`src/rtl/fetch_seq.sv`:
```
// rtl/fetch_seq.sv - fetch/decode/execute sequencer with fetch timeout fault
// One instruction per FETCH-DECODE-EXEC pass; a stalled fetch parks the core in FAULT until reset.
module fetch_seq #(
  parameter int PC_W     = 11,
  parameter int MAX_WAIT = 8
) (
  input  logic            clk,
  input  logic            reset,
  input  logic            start,
  input  logic            imem_ack,
  input  logic [8:0]      instr,
  input  logic [7:0]      do_a,
  input  logic [7:0]      lut_tgt,
  output logic [PC_W-1:0] PC,
  output logic            imem_req,
  output logic [8:0]      ir,
  output logic            exec_en,
  output logic            done,
  output logic            err
);

  localparam int               CNT_W      = $clog2(MAX_WAIT + 1);
  localparam logic [CNT_W-1:0] LAST_WAIT  = CNT_W'(MAX_WAIT - 1);
  localparam logic [8:0]       HALT_INSTR = 9'h1FF;
  localparam logic [2:0]       OP_BZ      = 3'b100;
  localparam logic [2:0]       OP_BNZ     = 3'b101;

  typedef enum logic [2:0] {
    S_IDLE,
    S_FETCH,
    S_DECODE,
    S_EXEC,
    S_HALT,
    S_FAULT
  } state_t;

  state_t           state;
  logic [CNT_W-1:0] wait_cnt;
  logic [2:0]       op;
  logic             taken;

  assign op    = ir[8:6];
  assign taken = ((op == OP_BZ) && (do_a == 8'd0)) || ((op == OP_BNZ) && (do_a != 8'd0));

  always_ff @(posedge clk) begin
    if (reset) begin
      state    <= S_IDLE;
      PC       <= '0;
      ir       <= '0;
      wait_cnt <= '0;
      imem_req <= 1'b0;
      exec_en  <= 1'b0;
      done     <= 1'b0;
      err      <= 1'b0;
    end else begin
      exec_en <= 1'b0;
      case (state)
        S_IDLE: begin
          if (start) begin
            state    <= S_FETCH;
            PC       <= '0;
            wait_cnt <= '0;
            imem_req <= 1'b1;
          end
        end
        S_FETCH: begin
          // An ack in the last allowed cycle still beats the timeout.
          if (imem_ack) begin
            ir       <= instr;
            wait_cnt <= '0;
            imem_req <= 1'b0;
            state    <= S_DECODE;
          end else if (wait_cnt == LAST_WAIT) begin
            imem_req <= 1'b0;
            err      <= 1'b1;
            state    <= S_FAULT;
          end else begin
            wait_cnt <= wait_cnt + CNT_W'(1);
          end
        end
        S_DECODE: begin
          if (ir == HALT_INSTR) begin
            done  <= 1'b1;
            state <= S_HALT;
          end else begin
            exec_en <= 1'b1;
            state   <= S_EXEC;
          end
        end
        S_EXEC: begin
          PC       <= taken ? PC_W'(lut_tgt) : PC + PC_W'(1);
          imem_req <= 1'b1;
          state    <= S_FETCH;
        end
        S_HALT: begin
          if (start) begin
            done     <= 1'b0;
            PC       <= '0;
            wait_cnt <= '0;
            imem_req <= 1'b1;
            state    <= S_FETCH;
          end
        end
        S_FAULT: begin
          state <= S_FAULT;
        end
        default: begin
          state    <= S_IDLE;
          imem_req <= 1'b0;
        end
      endcase
    end
  end

endmodule

```
`config.mk`:
```
export PLATFORM = sky130hd
export DESIGN_NAME = fetch_seq
export DESIGN_NICKNAME = d
export VERILOG_FILES = /design/src/rtl/fetch_seq.sv
export SDC_FILE = /design/constraint.sdc
export NUM_CORES = 1
export LEC_CHECK = 0
export CAP_MARGIN = 20
export CORE_ASPECT_RATIO = 1.5
export CORE_MARGIN = 8
export CORE_UTILIZATION = 45
export DETAILED_ROUTE_END_ITERATION = 10
export GPL_TIMING_DRIVEN = 0
export PLACE_DENSITY = 0.84
export SYNTH_ARGS = -nofsm -noshare
export SYNTH_HDL_FRONTEND = slang
export SYNTH_SLANG_ARGS = --single-unit
```
`constraint.sdc`:
```
create_clock -name clk -period 2.66 [get_ports clk]
set_input_delay 0.532 -clock clk [delete_from_list [all_inputs] [get_ports clk]]
set_output_delay 0.532 -clock clk [all_outputs]
set_load 0.005 [all_outputs]
```
==> results of run 1 <==
[worst max path at each step]
stage	start	endpoint	slack, ns	depth (start not counted)
global route	do_a[1]	PC[4]	0.23	7
floorplan	do_a[5]	PC[2]	0.52	5
finish	do_a[5]	PC[2]	0.35	6
detailed placement	do_a[5]	PC[2]	0.04	6
global placement	do_a[5]	PC[2]	0.06	6
CTS	do_a[5]	PC[2]	0.34	6
[registers in the layout, indices dropped and copies added (netlist names)]
name      count
state         3
wait_cnt      4
PC           11
imem_req      1
err           1
ir            9
exec_en       1
done          1
[area by class of cell]
type | count | area share (%)
flip-flops and latches | 31 | 28.1
well taps | 42 | 2.38
repair buffers | 52 | 23.6
inverters | 3 | 0.510
clock inverters | 1 | 0.227
plain buffers | 9 | 1.87
clock buffers | 7 | 3.46
multi-input cells | 147 | 39.9
[kinds of logic after synthesis]
kind of cell,Yosys count,share of synthesized area (%)
AOI/OAI and AO/OA,51,22.9
xor gates and xnor gates,1,0.564
buffers and inverters,12,3.38
and+or+nand+nor,92,30.9
muxes,1,0.644
DFF,31,39.9
adders and majority gates,2,1.61
[per-layer routing]
layer / GRT usage (%) / up-vias / part of all wire [%] / wire, um
met1: 14.2 / 735 / 39 / 1610
li1: - / 818 / - / -
met4: 5.50 / 0 / 1.1 / 46
met2: 28.4 / 44 / 53 / 2180
met3: 5.89 / 5 / 6.6 / 271
met5: 0 / - / 0 / 0
[report_power, final]
group	internal (W)	total [W]	switching, W
clock	0.000183	0.000350	0.000167
sequential	0.000480	0.000491	0.0000110
combinational	0.0000862	0.000166	0.0000794
total	0.000749	0.00101	0.000257
[stage by stage]
| step | std cells | power, W | cell area [um2] |
|---|---|---|---|
| 6_report | 292 | 0.00101 | 2210 |
| 5_1_grt | 292 | 0.00106 | 2210 |
| 4_1_cts | 292 | 0.00102 | 2210 |
| 3_5_place_dp | 284 | 0.000666 | 2130 |
| 3_3_place_gp | 284 | 0.000663 | 2130 |
| 2_1_floorplan | 190 | 0.000581 | 1550 |
[tightest hold or removal path, delay by kind of cell, from the launching register on]
family | cells | cell delay (ns)
flops | 1 | 0.32
simple gates | 1 | 0.05
compound gates | 1 | 0.05
[synthesized netlist by cell type (4+ instances only)]
master and number:
sky130_fd_sc_hd__a21o_1 5, sky130_fd_sc_hd__a21oi_1 18, sky130_fd_sc_hd__a32oi_1 5, sky130_fd_sc_hd__clkbuf_1 7, sky130_fd_sc_hd__dfxtp_1 31, sky130_fd_sc_hd__nand2_1 32
sky130_fd_sc_hd__nand2b_1 5, sky130_fd_sc_hd__nand3_1 15, sky130_fd_sc_hd__nor2_1 9, sky130_fd_sc_hd__nor3_1 5, sky130_fd_sc_hd__o21ai_0 6, sky130_fd_sc_hd__or3_1 4
==> implementation parameters, run 1 <==
Parameter                              Value

STA
  Worst hold margin    0.464 ns
  Worst Max-Slew Pin Slew    0.948 ns
  Final hold viol count    0
  Largest clock skew in the final design    0.00727 ns
  RSZ-0062 raised after global routing    false
  Post-route clock period utilization    87.0%
  Final worst setup slack    0.347 ns
  Max-slew headroom    36.3%
  Sum of negative setup slack    0 ns
  Crit path time final    2.31 ns
  FMAX    432 MHz
  Count of final max-slew check failures    0
  Setup violations, final    0

Global routing
  Number of antenna violations at the first check in global routing    0
  Largest net degree at the start of global routing    11
  First-pass GRT wire length    6870 um
  Via count of the first global-routing pass    1619
  Total grt overflow    0
  Aggregate global-route resource usage    15.0%

Yosys
  Ranking of synthesized cells by area    sky130_fd_sc_hd__dfxtp_1, sky130_fd_sc_hd__nand2_1, sky130_fd_sc_hd__a21oi_1
  Cell type with the highest aggregate area in the netlist    sky130_fd_sc_hd__dfxtp_1
  Net count after synthesis    221
  Post-synthesis sequential element count    31
  Fraction of the yosys area taken by sequential cells    39.9%
  Area fraction of the dominant cell type after synthesis    39.9%
  Cell count after synthesis    190
  Yosys Warn Count    0
  Cell area after synthesis    0.00155 mm2
  Count of flip-flops with a built-in enable after synthesis    0
  Commonest register cell after synthesis    sky130_fd_sc_hd__dfxtp_1
  Post-Syn Area per Cell    8.18 um2
  Unique masters post-synth    45
  Post-synthesis async set-or-reset flop share    0%

Setup path
  Worst path arrival time    2.49 ns
  Capturing point of the worst reg2reg path    PC[7]
  Cell with the largest stage delay on the worst path    sky130_fd_sc_hd__or4_4
  Startpoint kind of the worst setup timing path    primary input
  Data required time at the worst endpoint    2.84 ns
  WP buf/inv    1
  Critical path, cell by cell    clkdlybuf4s50_1 > or4_4 > or4_4 > nand3_4 > o21ai_2 > a211o_1
  Path depth of the worst reg2reg path    8
  R2R Path Start    state[0]
  Crit path largest cell delay    0.54 ns
  Cell with the most instances on the worst path    sky130_fd_sc_hd__or4_4
  Crit Path Category    in2reg
  Family of cells with the greatest summed delay on the critical path    simple AND/OR/NAND/NOR gates
  Crit path max fanout    10
  Type of element capturing the critical path    flip-flop
  Worst R2R Setup Slack    0.61 ns

Worst hold path
  Endpoint with the worst hold slack    imem_req
  Cell count of the worst hold path    2
  Source of the worst hold timing path    imem_req
  Worst min-delay path category    reg2reg

Clock tree
  Sinks on Clock Net    31
  Post-CTS resize count    0
  Clock buffers created by TritonCTS    5
  Number of buffers inserted by post-CTS setup repair    0
  Number of buffers inserted for hold repair after clock tree synthesis    0
  Clock slew at the register clock pins of the worst setup and hold paths    0.07 ns
  CTS tree    yes
  Number of levels the H-tree was split into    2
  Library cell used as clock root buffer    sky130_fd_sc_hd__clkbuf_8
  Later-pin clock latency in the skew report    0.28 ns
  Maximum root-to-sink buffer count    2

Power
  Static leakage    0.789 nW
  VDD IR-drop max    527 uV
  Power density normalized to cell area    456 mW/mm2

Run status
  Status    finished clean

Drt
  Drt drc    0
  Vias    1602
  Routed WL    4110 um
  Average wire length per cell after detail routing    14.1 um
  Count of antenna-violating nets left after detailed routing    0
  Violation count after the first detailed-route iteration    50
  Via density per instance    5.49
  Count of TritonRoute iterations in the first routing pass    4

Final layout
  Total area of multi-input combinational cells    881 um2
  Filler cells    303
  Post-layout utilization of the core    65.9%
  Commonest non-fill, non-tap cells in the layout    sky130_fd_sc_hd__clkdlybuf4s50_1, sky130_fd_sc_hd__nand2_1, sky130_fd_sc_hd__dfxtp_1
  Most frequent standard cell in the layout excluding fill and tap cells    sky130_fd_sc_hd__clkdlybuf4s50_1
  # nets final    280
  Seq. cell area    621 um2
  Diodes inserted    0
  Layout-stage area growth over the synthesis result    42.1%
  Share of final-layout standard cells stronger than drive strength 1    7.60%

Die
  Count of pins on the block boundary    53
  Core footprint    0.00335 mm2
  Height of the die    88.0 um
  Initial core utilization    46.4%
  Standard-cell rows    26
  Die width    64.0 um
  Area of the die    0.00563 mm2

Flow run
  Count of maximum capacitance violations    0

Place
  Number of port buffers    52
  Placed wire-length estimate    3160 um
  Gpl congestion    0.894
  Pre-CTS worst setup slack    0.0377 ns
(Power assumes the default switching activity.)
==> inputs of run 2 (changes only) <==
--- a/config.mk
+++ b/config.mk
@@ -13,4 +13,5 @@
 export GPL_TIMING_DRIVEN = 0
 export PLACE_DENSITY = 0.84
+export RECOVER_POWER = 25
 export SYNTH_ARGS = -nofsm -noshare
 export SYNTH_HDL_FRONTEND = slang
==> constraint.sdc (replaced) <==
create_clock -name clk -period 2.66 [get_ports clk]
set_input_delay 0.399 -clock clk [delete_from_list [all_inputs] [get_ports clk]]
set_output_delay 0.399 -clock clk [all_outputs]
set_load 0.005 [all_outputs]
==> run 2 against run 1 <==
Non-clock buffer count is the same. First-iteration DRC count decreased by 2.0%. Utilization unchanged. Fmax rose by 6.0%. Count of clock-buffer cells in the layout stayed put. Critical path type unchanged. Largest power group unchanged.
==> implementation parameters, run 2 (synthesized netlist as in run 1, its figures left out) <==
Parameter                              Value

Setup path
  WP buf/inv    1
  Worst path arrival time    2.36 ns
  Critical path, cell by cell    clkdlybuf4s50_1 > or4_4 > or4_4 > nand3_4 > o21ai_2 > a211o_1
  Data required time at the worst endpoint    2.83 ns
  Startpoint kind of the worst setup timing path    primary input
  Crit path max fanout    10
  Cell with the largest stage delay on the worst path    sky130_fd_sc_hd__or4_4
  Crit Path Category    in2reg
  Path depth of the worst reg2reg path    7
  Cell with the most instances on the worst path    sky130_fd_sc_hd__or4_4
  Worst R2R Setup Slack    0.59 ns
  R2R Path Start    state[1]
  Capturing point of the worst reg2reg path    PC[5]
  Family of cells with the greatest summed delay on the critical path    simple AND/OR/NAND/NOR gates
  Type of element capturing the critical path    flip-flop
  Crit path largest cell delay    0.54 ns

Drt
  Violation count after the first detailed-route iteration    49
  Vias    1611
  Via density per instance    5.52
  Count of TritonRoute iterations in the first routing pass    4
  Drt drc    0
  Average wire length per cell after detail routing    14.0 um
  Count of antenna-violating nets left after detailed routing    0
  Routed WL    4090 um

Final layout
  Post-layout utilization of the core    65.9%
  # nets final    280
  Largest registers in the final layout    PC x11, ir x9, wait_cnt x4
  Register with the highest flop count    PC
  Finished Cell Area    0.00221 mm2
  Layout-stage area growth over the synthesis result    42.1%
  Share of final-layout standard cells stronger than drive strength 1    7.20%
  Commonest non-fill, non-tap cells in the layout    sky130_fd_sc_hd__clkdlybuf4s50_1, sky130_fd_sc_hd__nand2_1, sky130_fd_sc_hd__dfxtp_1
  Most frequent standard cell in the layout excluding fill and tap cells    sky130_fd_sc_hd__clkdlybuf4s50_1
  Diodes inserted    0
  Flip-flop count of the largest register after layout    11
  Filler cells    303

Power
  Post-layout power    0.00100 W
  Power density normalized to cell area    454 mW/mm2
  Static leakage    0.818 nW
  VDD IR-drop max    529 uV

Run status
  Status    finished clean

Die
  Height of the die    88.0 um
  Core footprint    0.00335 mm2
  Initial core utilization    46.4%
  Standard-cell rows    26
  Die width    64.0 um
  Area of the die    0.00563 mm2
  Count of pins on the block boundary    53

STA
  Crit path time final    2.18 ns
  RSZ-0062 raised after global routing    false
  FMAX    458 MHz
  Sum of negative setup slack    0 ns
  Setup violations, final    0
  Largest clock skew in the final design    0.00674 ns
  Worst hold margin    0.462 ns
  Post-route clock period utilization    82.0%
  Worst Max-Slew Pin Slew    0.959 ns
  Max-slew headroom    35.6%
  Count of final max-slew check failures    0
  Final hold viol count    0

Global routing
  Total grt overflow    0
  Number of antenna violations at the first check in global routing    0
  Largest net degree at the start of global routing    11
  Aggregate global-route resource usage    15.0%
  First-pass GRT wire length    6870 um
  Via count of the first global-routing pass    1619

Place
  Gpl congestion    0.894
  Placed Area    0.00213 mm2
  Placed wire-length estimate    3160 um
  Number of port buffers    52

Clock tree
  Maximum root-to-sink buffer count    2
  Later-pin clock latency in the skew report    0.28 ns
  Clock slew at the register clock pins of the worst setup and hold paths    0.07 ns
  Clock buffers created by TritonCTS    5
  Number of buffers inserted by post-CTS setup repair    0
  Post-CTS resize count    0
  CTS tree    yes
  Library cell used as clock root buffer    sky130_fd_sc_hd__clkbuf_8
  Number of levels the H-tree was split into    2
  Sinks on Clock Net    31
  Number of buffers inserted for hold repair after clock tree synthesis    0

Worst hold path
  Source of the worst hold timing path    imem_req
  Cell count of the worst hold path    2
  Worst min-delay path category    reg2reg
  Endpoint with the worst hold slack    imem_req

Flow run
  Count of maximum capacitance violations    0
==> run 2: how the worst max path moves through the flow <==
stage	from	to	slack, ns	cells past startpoint
2_1_floorplan	do_a[5]	PC[2]	0.66	5
3_3_place_gp	do_a[5]	PC[2]	0.19	6
3_5_place_dp	do_a[5]	PC[2]	0.17	6
4_1_cts	do_a[5]	PC[2]	0.47	6
5_1_grt	state[0]	PC[5]	0.35	8
6_report	do_a[5]	PC[2]	0.48	6
==> run 2: final cells by class <==
cell class	instances	area, um2	share of cell area (%)
tap	42	52.6	2.38
multi-input combinational	147	881	39.9
timing repair buffer	52	520	23.6
clock buffer	7	76.3	3.46
sequential	31	621	28.1
inverter	3	11.3	0.510
clock inverter	1	5.00	0.227
buffer	9	41.3	1.87
==> run 2: per-layer routing <==
metal,GRT usage [%],vias up,wire length [um]
met5,0,-,0
met4,5.50,0,66
met3,5.89,8,287
met2,28.4,54,2140
met1,14.2,730,1590
li1,-,819,-
==> run 2: power breakdown <==
group / internal, W / switching [W]
clock: 0.000183 / 0.000167
combinational: 0.0000838 / 0.0000789
sequential: 0.000480 / 0.0000107
==> run 2: per-stage QoR <==
| step | setup WS (ns) | instances |
|---|---|---|
| floorplan | 0.655 | 190 |
| global placement | 0.190 | 284 |
| detailed placement | 0.171 | 284 |
| CTS | 0.474 | 292 |
| global route | 0.348 | 292 |
| finish | 0.478 | 292 |
==> run 2: worst min-delay path: cells and delay by family, from the launching register on <==
kind,cells,cell delay (ns)
AO/OA/AOI/OAI,1,0.05
AND/OR/NAND/NOR,1,0.05
flip-flops,1,0.31
==> inputs of run 3 (changes only) <==
Clock period 2.66 ns to 2.2 ns, I/O delays scaled along.
==> run 3 against run 2 <==
Critical path depth unchanged. Total power grew 21%. Sequential power increased by 21%. Worst hold slack lost 0.00086 ns. Via count rose by 1.4%.
==> implementation parameters, run 3 (synthesized netlist as in run 1, its figures left out) <==
Parameter                              Value

Drt
  Vias    1633
  Count of TritonRoute iterations in the first routing pass    4
  Via density per instance    5.59
  Average wire length per cell after detail routing    14.2 um
  Count of antenna-violating nets left after detailed routing    0
  Violation count after the first detailed-route iteration    75
  Routed WL    4150 um
  Drt drc    0

Setup path
  Data required time at the worst endpoint    2.38 ns
  Startpoint kind of the worst setup timing path    primary input
  Type of element capturing the critical path    flip-flop
  Crit Path Category    in2reg
  Crit path max fanout    10
  Worst path arrival time    2.29 ns

Die
  Count of pins on the block boundary    53
  Area of the die    0.00563 mm2
  Die width    64.0 um
  Core footprint    0.00335 mm2
  Initial core utilization    46.4%
  Standard-cell rows    26
  Height of the die    88.0 um

STA
  RSZ-0062 raised after global routing    false
  Final hold viol count    0
  Final worst setup slack    0.0850 ns
  Setup violations, final    0
  FMAX    473 MHz
  Largest clock skew in the final design    0.00777 ns
  Count of final max-slew check failures    0
  Sum of negative setup slack    0 ns
  Crit path time final    2.12 ns
  Max-slew headroom    61.9%
  Post-route clock period utilization    96.1%
  Worst Max-Slew Pin Slew    0.568 ns

Power
  VDD IR-drop max    638 uV
  Static leakage    0.831 nW
  Power density normalized to cell area    547 mW/mm2

Run status
  Status    finished clean

Global routing
  Largest net degree at the start of global routing    11
  First-pass GRT wire length    6870 um
  Number of antenna violations at the first check in global routing    0
  Total grt overflow    0
  Via count of the first global-routing pass    1619
  Aggregate global-route resource usage    15.0%

Clock tree
  Clock buffers created by TritonCTS    5
  Later-pin clock latency in the skew report    0.28 ns
  CTS tree    yes
  Clock slew at the register clock pins of the worst setup and hold paths    0.07 ns
  Library cell used as clock root buffer    sky130_fd_sc_hd__clkbuf_8
  Maximum root-to-sink buffer count    2
  Sinks on Clock Net    31
  Number of levels the H-tree was split into    2
  Number of buffers inserted for hold repair after clock tree synthesis    0

Final layout
  Share of final-layout standard cells stronger than drive strength 1    8.80%
  Finished Cell Area    0.00223 mm2
  Filler cells    304
  Register with the highest flop count    PC
  Largest registers in the final layout    PC x11, ir x9, wait_cnt x4
  Commonest non-fill, non-tap cells in the layout    sky130_fd_sc_hd__clkdlybuf4s50_1, sky130_fd_sc_hd__nand2_1, sky130_fd_sc_hd__dfxtp_1
  Most frequent standard cell in the layout excluding fill and tap cells    sky130_fd_sc_hd__clkdlybuf4s50_1
  Diodes inserted    0
  Flip-flop count of the largest register after layout    11
  Layout-stage area growth over the synthesis result    43.3%
  # nets final    280

Place
  Number of port buffers    52
  Pre-CTS worst setup slack    -0.220 ns
  Placed Area    0.00213 mm2
  Gpl congestion    0.894
  Placed wire-length estimate    3160 um

Flow run
  Count of maximum capacitance violations    0

Worst hold path
  Worst min-delay path category    reg2reg
[run 3: changes by cell type in the layout (fill, tap and decap cells not counted), sizes merged]
| cell | previous run | this run |
|---|---|---|
| clkdlybuf4s50 | 42 | 41 |
| dlygate4sd3 | 10 | 11 |
[run 3: power by group]
part,internal (W),total (W),leakage [nW],switching (W)
Clock,0.000222,0.000425,0.0422,0.000203
Sequential,0.000580,0.000593,0.251,0.0000131
Combinational,0.000102,0.000200,0.537,0.0000981
[run 3: stage by stage]
stage	std cells	utilization (%)	hold slack [ns]	power, W
6_report	292	66.5	0.461	0.00122
5_1_grt	292	66.5	0.497	0.00128
4_1_cts	292	65.9	0.470	0.00123
3_5_place_dp	284	63.5	0.461	0.000805
3_3_place_gp	284	63.5	0.454	0.000802
2_1_floorplan	190	-	0.443	0.000703
[run 3: repair_timing]
item / in CTS / in global routing
resized for setup: 0 / 5
setup buffers: 0 / 0
setup endpoints to repair: 0 / 14
[run 3: area by class of cell]
class / count / area, um2 / share of cell area [%]
Timing Repair Buffer: 52 / 520 / 23.4
Buffer: 9 / 42.5 / 1.91
Clock inverter: 1 / 5.00 / 0.225
Multi-Input combinational cell: 147 / 898 / 40.3
Tap cell: 42 / 52.6 / 2.36
Sequential cell: 31 / 621 / 27.9
Clock buffer: 7 / 76.3 / 3.43
Inverter: 3 / 11.3 / 0.506
[run 3: worst paths after layout]
check	to	depth (start not counted)	startpoint	slack, ns
setup reg to reg	PC[7]	6	state[1]	0.20
hold / removal	imem_req	2	imem_req	0.46
hold reg to reg	imem_req	2	imem_req	0.46
setup / recovery	PC[2]	6	do_a[5]	0.08
[run 3: per-layer routing]
layer	up-vias	share of wire, %	GRT usage (%)
li1	817	-	-
met1	757	38	14.2
met2	50	54	28.4
met3	9	7.0	5.89
met4	0	1.7	5.50
met5	-	0	0
[run 3: worst max-delay path: stages]
cell and delay [ns]:
sky130_fd_sc_hd__clkdlybuf4s50_1 0.40, sky130_fd_sc_hd__or4_4 0.54, sky130_fd_sc_hd__or4_4 0.52, sky130_fd_sc_hd__nand3_4 0.16
sky130_fd_sc_hd__o21ai_2 0.06, sky130_fd_sc_hd__a211o_1 0.28
